===== src/rtl/clk_div_sequencer_if.sv =====
// Control and status bundle for the clock-enable divider
// and core reset sequencer.
interface clk_div_sequencer_if #(
  parameter int NUM_CH    = 2,
  parameter int CNT_WIDTH = 5
);
  logic                          i_RUN;
  logic                          i_LOAD;
  logic [NUM_CH*CNT_WIDTH-1:0]   i_DIV;
  logic [NUM_CH-1:0]             o_CE;
  logic [NUM_CH-1:0]             o_CLKDIV;
  logic                          o_RST_OUT;
  logic                          o_READY;
  logic [CNT_WIDTH-1:0]          o_CNT0;

  modport master (
    output i_RUN, i_LOAD, i_DIV,
    input  o_CE, o_CLKDIV, o_RST_OUT,
    input  o_READY, o_CNT0
  );

  modport slave (
    input  i_RUN, i_LOAD, i_DIV,
    output o_CE, o_CLKDIV, o_RST_OUT,
    output o_READY, o_CNT0
  );
endinterface


===== src/rtl/clk_div_sequencer.sv =====
// Multi-channel clock-enable divider with glitch-free divisor
// reload and a channel-0 paced reset-release sequencer.
module clk_div_sequencer #(
  parameter int CNT_WIDTH   = 5,
  parameter int NUM_CH      = 2,
  parameter int DEFAULT_DIV = 31,
  parameter int RST_HOLD    = 4
) (
  input  logic                 i_CLK,
  input  logic                 i_RST,
  clk_div_sequencer_if.slave   bus
);

  localparam logic [CNT_WIDTH-1:0] DIV_RST =
    CNT_WIDTH'(DEFAULT_DIV);

  localparam int HW =
    (RST_HOLD > 1) ? $clog2(RST_HOLD + 1) : 1;

  localparam logic [HW-1:0] HOLD_LAST =
    HW'((RST_HOLD > 0) ? RST_HOLD - 1 : 0);

  typedef enum logic [1:0] {
    SEQ_RESET,
    SEQ_HOLD,
    SEQ_RUN
  } seq_e;

  logic [NUM_CH-1:0]           ce_q;
  logic [NUM_CH-1:0]           lvl_q;
  logic [NUM_CH*CNT_WIDTH-1:0] cnt_all;

  for (genvar k = 0; k < NUM_CH; k++) begin : g_ch
    logic [CNT_WIDTH-1:0] cnt;
    logic [CNT_WIDTH-1:0] div;
    logic [CNT_WIDTH-1:0] pend;
    logic                 pvld;
    logic                 ce;
    logic                 lvl;
    logic                 off;
    logic                 tc;

    assign off = (div == '0);
    assign tc  = (cnt == div);

    // Count to div, strobe and toggle at terminal count;
    // pending divisors only land on a period boundary.
    always_ff @(posedge i_CLK) begin
      if (i_RST) begin
        cnt  <= '0;
        div  <= DIV_RST;
        pend <= DIV_RST;
        pvld <= 1'b0;
        ce   <= 1'b0;
        lvl  <= 1'b0;
      end else begin
        if (off) begin
          cnt <= '0;
          ce  <= 1'b0;
          if (pvld) begin
            div  <= pend;
            pvld <= 1'b0;
          end
        end else if (bus.i_RUN) begin
          if (tc) begin
            cnt <= '0;
            ce  <= 1'b1;
            lvl <= ~lvl;
            if (pvld) begin
              div  <= pend;
              pvld <= 1'b0;
            end
          end else begin
            cnt <= cnt + 1'b1;
            ce  <= 1'b0;
          end
        end
        if (bus.i_LOAD) begin
          pend <= bus.i_DIV[k*CNT_WIDTH +: CNT_WIDTH];
          pvld <= 1'b1;
        end
      end
    end

    assign ce_q[k]  = ce;
    assign lvl_q[k] = lvl;
    assign cnt_all[k*CNT_WIDTH +: CNT_WIDTH] = cnt;
  end

  // A strobe captured while paused is held and shows up
  // on resume, so pausing never drops or repeats one.
  logic ce0;
  assign ce0 = ce_q[0] & bus.i_RUN;

  seq_e          state;
  seq_e          state_n;
  logic [HW-1:0] hold;
  logic [HW-1:0] hold_n;

  // Sequencer state and hold-strobe counter.
  always_ff @(posedge i_CLK) begin
    if (i_RST) begin
      state <= SEQ_RESET;
      hold  <= '0;
    end else begin
      state <= state_n;
      hold  <= hold_n;
    end
  end

  // Release the core after RST_HOLD channel-0 strobes.
  always_comb begin
    state_n = state;
    hold_n  = hold;
    if (bus.i_RUN) begin
      unique case (state)
        SEQ_RESET: state_n = SEQ_HOLD;
        SEQ_HOLD: begin
          if (RST_HOLD == 0) begin
            state_n = SEQ_RUN;
          end else if (ce0) begin
            hold_n = hold + 1'b1;
            if (hold == HOLD_LAST) state_n = SEQ_RUN;
          end
        end
        SEQ_RUN: state_n = SEQ_RUN;
        default: state_n = SEQ_RESET;
      endcase
    end
  end

  assign bus.o_CE      = ce_q & {NUM_CH{bus.i_RUN}};
  assign bus.o_CLKDIV  = lvl_q;
  assign bus.o_RST_OUT = (state != SEQ_RUN);
  assign bus.o_READY   = (state == SEQ_RUN);
  assign bus.o_CNT0    = cnt_all[CNT_WIDTH-1:0];

endmodule


===== src/flat_wrapper.sv =====
// flat-port wrapper written by rule: the top's interface ports become plain ports
module clk_div_sequencer_flat 
#(
  parameter int CNT_WIDTH   = 5,
  parameter int NUM_CH      = 2,
  parameter int DEFAULT_DIV = 31,
  parameter int RST_HOLD    = 4
)
  (i_CLK, i_RST, bus_i_RUN, bus_i_LOAD, bus_i_DIV, bus_o_CE, bus_o_CLKDIV, bus_o_RST_OUT, bus_o_READY, bus_o_CNT0);
  clk_div_sequencer_if #(.NUM_CH(NUM_CH), .CNT_WIDTH(CNT_WIDTH)) bus_i ();
  input  logic i_CLK;
  input  logic i_RST;
  input wire logic [$bits(bus_i.i_RUN)-1:0] bus_i_RUN;
  input wire logic [$bits(bus_i.i_LOAD)-1:0] bus_i_LOAD;
  input wire logic [$bits(bus_i.i_DIV)-1:0] bus_i_DIV;
  output wire logic [$bits(bus_i.o_CE)-1:0] bus_o_CE;
  output wire logic [$bits(bus_i.o_CLKDIV)-1:0] bus_o_CLKDIV;
  output wire logic [$bits(bus_i.o_RST_OUT)-1:0] bus_o_RST_OUT;
  output wire logic [$bits(bus_i.o_READY)-1:0] bus_o_READY;
  output wire logic [$bits(bus_i.o_CNT0)-1:0] bus_o_CNT0;
  assign bus_i.i_RUN = bus_i_RUN;
  assign bus_i.i_LOAD = bus_i_LOAD;
  assign bus_i.i_DIV = bus_i_DIV;
  assign bus_o_CE = bus_i.o_CE;
  assign bus_o_CLKDIV = bus_i.o_CLKDIV;
  assign bus_o_RST_OUT = bus_i.o_RST_OUT;
  assign bus_o_READY = bus_i.o_READY;
  assign bus_o_CNT0 = bus_i.o_CNT0;
  clk_div_sequencer #(.CNT_WIDTH(CNT_WIDTH), .NUM_CH(NUM_CH), .DEFAULT_DIV(DEFAULT_DIV), .RST_HOLD(RST_HOLD)) u_core (.i_CLK(i_CLK), .i_RST(i_RST), .bus(bus_i));
endmodule

===== config.mk =====
export PLATFORM = sky130hd
export DESIGN_NAME = clk_div_sequencer_flat
export DESIGN_NICKNAME = d
export VERILOG_FILES = /design/src/rtl/clk_div_sequencer_if.sv /design/src/rtl/clk_div_sequencer.sv /design/src/flat_wrapper.sv
export SDC_FILE = /design/constraint.sdc
export NUM_CORES = 1
export LEC_CHECK = 0
export BUFFER_PORTS_ARGS = -buffer_cell sky130_fd_sc_hd__buf_2
export CAP_MARGIN = 20
export CORE_UTILIZATION = 55
export CTS_BUF_LIST = sky130_fd_sc_hd__clkbuf_8
export CTS_CLUSTER_SIZE = 25
export DETAILED_ROUTE_END_ITERATION = 10
export PLACE_DENSITY = 0.85
export SYNTH_ARGS = -nofsm -noshare
export SYNTH_HDL_FRONTEND = slang
export SYNTH_SLANG_ARGS = --single-unit

===== constraint.sdc =====
create_clock -name i_CLK -period 2.1 [get_ports i_CLK]
set_input_delay 0.315 -clock i_CLK [delete_from_list [all_inputs] [get_ports i_CLK]]
set_output_delay 0.315 -clock i_CLK [all_outputs]
set_load 0.02 [all_outputs]

==> results of run 1 <==
## cells in the mapped netlist
master | n | share of area [%]
and2_1 | 3 | 1.0
or4_4 | 1 | 0.60
inv_1 | 8 | 1.6
mux2i_1 | 15 | 8.0
and4_1 | 1 | 0.46
nor2_1 | 39 | 7.8
a22oi_1 | 11 | 4.4
dfxtp_1 | 41 | 44
nand3_1 | 2 | 0.53
nand4_2 | 1 | 0.66
a21o_1 | 2 | 0.80
clkbuf_1 | 5 | 1.0
a31oi_1 | 1 | 0.33
nor3_1 | 2 | 0.53
o2bb2a_4 | 1 | 1.1
nand4_1 | 5 | 1.7
buf_4 | 3 | 1.2
o31ai_1 | 7 | 2.8
a2bb2oi_1 | 1 | 0.46
xor2_1 | 7 | 3.3
xnor2_1 | 12 | 5.6
o21ai_0 | 8 | 2.1
nand2_1 | 16 | 3.2
o221ai_1 | 1 | 0.46
ha_1 | 7 | 4.6
a21oi_1 | 3 | 0.80
or4_1 | 3 | 1.2
buf_1 | 2 | 0.40
## cells by family (layout without fill, tap and decap cells)
group	after synthesis	in the layout	share of synthesized area [%]
AO/OA/AOI/OAI	35	35	13.2
XOR/XNOR	19	19	8.83
adder cells (fa/ha/maj)	7	7	4.65
buffers and inverters	18	41	4.18
flip-flops	41	41	43.6
multiplexers	15	15	7.97
AND/OR/NAND/NOR	73	73	17.6
## worst min-delay path: stages
cell	delay (ns)
buf_2	0.07
mux2i_1	0.05
nand2_1	0.05
## power by group through the flow
stage / clock, W / sequential, W / combinational [W]
after global placement: 0 / 0.000848 / 0.000140
after floorplan: 0 / 0.000848 / 0.000104
after detailed placement: 0 / 0.000850 / 0.000145
final: 0.000469 / 0.000833 / 0.000143
after global routing: 0.000516 / 0.000836 / 0.000164
after CTS: 0.000485 / 0.000833 / 0.000145
## routing by layer
metal | routed length [um] | up-vias | global-route usage [%]
met4 | 108 | 0 | 14.0
li1 | - | 763 | -
met1 | 1680 | 671 | 28.2
met5 | 0 | - | 0
met2 | 1470 | 30 | 34.9
met3 | 131 | 9 | 5.33
## registers in the layout, indices dropped and copies added, names as in the netlist
signal             cells
u_core.hold            3
u_core.state           2
u_core.g_ch.lvl        2
u_core.bus.o_CNT0      5
u_core.g_ch.ce         2
u_core.g_ch.pvld       2
u_core.g_ch.pend      10
u_core.g_ch.cnt        5
u_core.g_ch.div       10
## layout make-up
| class | instances | area (sq um) |
|---|---|---|
| well taps | 44 | 55.1 |
| inverters | 8 | 30.0 |
| repair buffers | 25 | 128 |
| flip-flops and latches | 41 | 821 |
| multi-input cells | 149 | 985 |
| clock buffers | 5 | 68.8 |
| clock inverters | 3 | 11.3 |
| fillers | 270 | 1050 |
## through the flow
step	cells	power (W)	util, %
floorplan	208	0.000951	-
global placement	267	0.000988	64.0
detailed placement	267	0.000995	64.0
CTS	275	0.00146	66.5
global route	275	0.00152	66.5
finish	275	0.00145	66.5
## placed cells by master (no fill, tap or decap), types with 7 or more instances in the layout
cell type	Yosys	layout
nor2_1	39	39
a22oi_1	11	11
nand2_1	16	16
ha_1	7	7
xor2_1	7	7
buf_2	0	24
o31ai_1	7	7
dfxtp_1	41	41
inv_1	8	11
xnor2_1	12	12
o21ai_0	8	8
mux2i_1	15	15
## final timing paths
| path | startpoint | cells after the start | end |
|---|---|---|---|
| worst max register to register | u_core.g_ch[1].div[0] | 4 | u_core.g_ch[1].pvld |
| worst max-delay path | u_core.g_ch[1].div[0] | 4 | u_core.g_ch[1].pvld |
| worst min-delay path | bus_i_DIV[4] | 3 | u_core.g_ch[0].pend[4] |
| worst min register to register | u_core.g_ch[0].pend[4] | 2 | u_core.g_ch[0].pend[4] |
==> metrics.cfg, run 1 <==
[synthesis]
synthCells=208
avgSynthCellArea_sq_um=9.06
synth-seq-area-share_pct=43.6
synth_area_sq_mm=0.00188
ys_warn_count=0
synthDistinctLibCells=28
ys_seq_elements=41
syn_nets=229

[detailed_routing]
routed_wl_um=3390
viasPerCell=5.36
ant_nets=0
drtIter0Drc=50
detail_route.wl_per_cell_um=12.3
drt_drc_violations_left=0
route.vias.total=1473
drt_first_pass_iters=4

[timing]
slew_viol_final=0
setup_viol=0
fin_ws_ns=0.479
max-slew-margin-rel_pct=68.5
timing.final.crit_share_pct=77.2
setup_tns_ns=0
fmax_mhz=617
skew_ns=0.00504
hold_viol=0
min_period_ns=1.62
rsz0062_at_grt=no
hold_ws_ns=0.228
worst-slew-pin-transition_ns=0.471

[clocking]
clock_latency_ns=0.30
ctsHoldBuffers=0
cts_tree=yes
clkTransAtPathRegs_ns=0.07
h-tree-depth=2
numCtsBuffers=5
cts_setup_buffers=0
root_buffer=clkbuf_8
cts.repair.resized=0
numClockSinks=41
cts.path.max_buffers=2

[grt]
track_usage_pct=22.4
grt_first_pass_wirelength_um=5990
grt_pass1_vias=1391
overflow=0
grt_max_degree=29
antenna_found_initial=0

[setup_path]
worstPathCellList=or4_1 -> o21ai_0 -> a21o_1 -> o21ai_0
critPathMaxStageDelay_ns=0.57
cp_common_cell=o21ai_0
crit_slowest_cell=or4_1
critPathTopFamily=compound AO/OA/AOI/OAI gates
crit_fanout=6
path_class=reg -> reg
reg2reg_setup_slack_ns=0.48
start_kind=flop
crit_buf_inv=0
arrival_ns=1.80
cp-end-kind=flop
cp.required_ns=2.28

[place]
dpl.hpwl_um=2440
pre_cts_slack_ns=0.491
placed_area_sq_mm=0.00202
gp_congestion=0.796
numPortBuffers=24

[run]
maxCapViolCount=0

[final_layout]
area_delta_synth_final_pct=11.4
postLayoutCellArea_sq_mm=0.00210
drive_gt1_share_pct=14.3
n_antenna_cell=0
final_nets=251

[power_and_ir_drop]
p_clk_share_pct=32.4
pwr-share-seq_pct=57.6
leakagePower_nw=0.894
p_switching_w=0.000358
ir_drop_v=0.000421
p_per_area_mw_per_mm2=689
combPwrFrac_pct=9.9
switching_share_pct=24.7
p_int_w=0.00109

[die]
die_area_sq_mm=0.00366
initial_utilization_pct=59.8
die_y_um=60.5
core_sq_mm=0.00315
fp.dieW_um=60.5
ios=25
rows=20

[outcome]
status=completed

[min_path]
hold_class=in -> reg

No activity file was read; power rests on OpenSTA's default activity.
==> run 2: changes to the inputs <==
clock period = 1.7 ns   (was 2.1 ns; I/O delays follow)
==> metrics.cfg, run 2 (synthesized netlist as in run 1, its figures left out) <==
[grt]
grt_first_pass_wirelength_um=6150
track_usage_pct=23.0
grt_pass1_vias=1398
antenna_found_initial=0
grt_max_degree=29
overflow=0

[timing]
worst-slew-pin-transition_ns=0.518
hold_viol=0
min_period_ns=1.60
fmax_mhz=626
skew_ns=0.00340
slew_viol_final=0
max-slew-margin-rel_pct=65.5
rsz0062_at_grt=no
setup_tns_ns=0
setup_viol=0
timing.final.crit_share_pct=94.0

[final_layout]
final_nets=257
largest_registers=u_core.g_ch.div x10, u_core.g_ch.pend x10
area_delta_synth_final_pct=13.4
layout_common_cells=dfxtp_1 (41), nor2_1 (39), buf_2 (24)
multi_input_area_sq_um=985
n_antenna_cell=0
fillers=283
postLayoutCellArea_sq_mm=0.00214
register_area_sq_um=821
layout_commonest_cell=dfxtp_1
final_cells=279
drive_gt1_share_pct=17.0

[setup_path]
cp.required_ns=1.91
r2r_start=u_core.g_ch[0].div[0]
cp-end-kind=flop
worstPathCellList=or4_4 -> nor2_1 -> o2bb2a_4 -> a22oi_1
path_depth=4
crit_buf_inv=0
arrival_ns=1.81
worstRegToRegCells=4
crit_fanout=5
path_class=reg -> reg
crit_slowest_cell=or4_4
critPathMaxStageDelay_ns=0.54
start_kind=flop
critPathTopFamily=simple AND/OR/NAND/NOR gates
critPathLaunch=u_core.g_ch[0].div[0]

[clocking]
h-tree-depth=2
numCtsBuffers=5
numClockSinks=41
clock_latency_ns=0.29
cts_setup_buffers=0
cts_tree=yes
root_buffer=clkbuf_8
cts.path.max_buffers=2
clkTransAtPathRegs_ns=0.07

[power_and_ir_drop]
power_w=0.00180
p_per_area_mw_per_mm2=842
leakagePower_nw=0.908
ir_drop_v=0.000475

[die]
die_y_um=60.5
rows=20
die_area_sq_mm=0.00366
fp.dieW_um=60.5
core_sq_mm=0.00315
ios=25
initial_utilization_pct=59.8

[run]
maxCapViolCount=0

[detailed_routing]
ant_nets=0
drt_drc_violations_left=0
drt_first_pass_iters=4
routed_wl_um=3610
drtIter0Drc=50
viasPerCell=5.32
route.vias.total=1485
detail_route.wl_per_cell_um=12.9

[outcome]
status=completed

[place]
placed_area_sq_mm=0.00206
gp_congestion=0.886
dpl.hpwl_um=2560
numPortBuffers=24
dp_cells=273

[min_path]
hold_depth=3
hold_class=in -> reg
min-delay-start=bus_i_DIV[3]

## run 2: changes by cell type in the layout (fill, tap and decap cells not counted), sizes merged
cell,previous run,this run
buf,25,31
clkinv,0,1
inv,11,8
## run 2: repair_timing
action	CTS	global route
gates resized for setup	0	1
hold endpoints to repair	0	0
setup endpoints to repair	0	1
hold buffers	0	0
## run 2: final cells by class
class | count | share of cell area, %
timing repair buffer | 31 | 8.08
inverter | 8 | 1.41
multi-input combinational | 149 | 46.1
sequential | 41 | 38.4
clock buffer | 5 | 3.22
clock inverter | 1 | 0.234
tap | 44 | 2.58
## run 2: path summary, 6_finish.rpt
check                                end  slack [ns]
setup / recovery   u_core.g_ch[0].div[0]        0.10
hold / removal    u_core.g_ch[0].pend[3]        0.17
setup reg to reg   u_core.g_ch[0].div[0]        0.10
hold reg to reg   u_core.g_ch[1].pend[1]        0.48
## run 2: report_power, final
part           switching (W)  total (W)  internal [W]
clock               0.000316   0.000586      0.000270
combinational       0.000109   0.000190     0.0000816
sequential         0.0000288    0.00102      0.000996
total               0.000453    0.00180       0.00135
## run 2: routing by layer
layer | vias to the layer above | global-route usage, % | part of all wire, %
met1 | 678 | 30.7 | 50
li1 | 769 | - | -
met4 | 0 | 9.74 | 1.7
met2 | 31 | 35.2 | 45
met5 | - | 0 | 0
met3 | 7 | 6.40 | 3.6
## run 2: stage by stage
| step | worst slack, ns | hold slack (ns) | utilization, % |
|---|---|---|---|
| 2_1_floorplan | 0.114 | 0.383 | - |
| 3_3_place_gp | 0.161 | 0.456 | 65.4 |
| 3_5_place_dp | 0.111 | 0.460 | 65.4 |
| 4_1_cts | 0.0964 | 0.169 | 67.8 |
| 5_1_grt | 0.0204 | 0.169 | 67.8 |
| 6_report | 0.103 | 0.172 | 67.8 |
## run 2: tightest hold or removal path, stage by stage
cell and delay, ns:
buf_2 0.07, mux2i_1 0.05, nand2_1 0.06
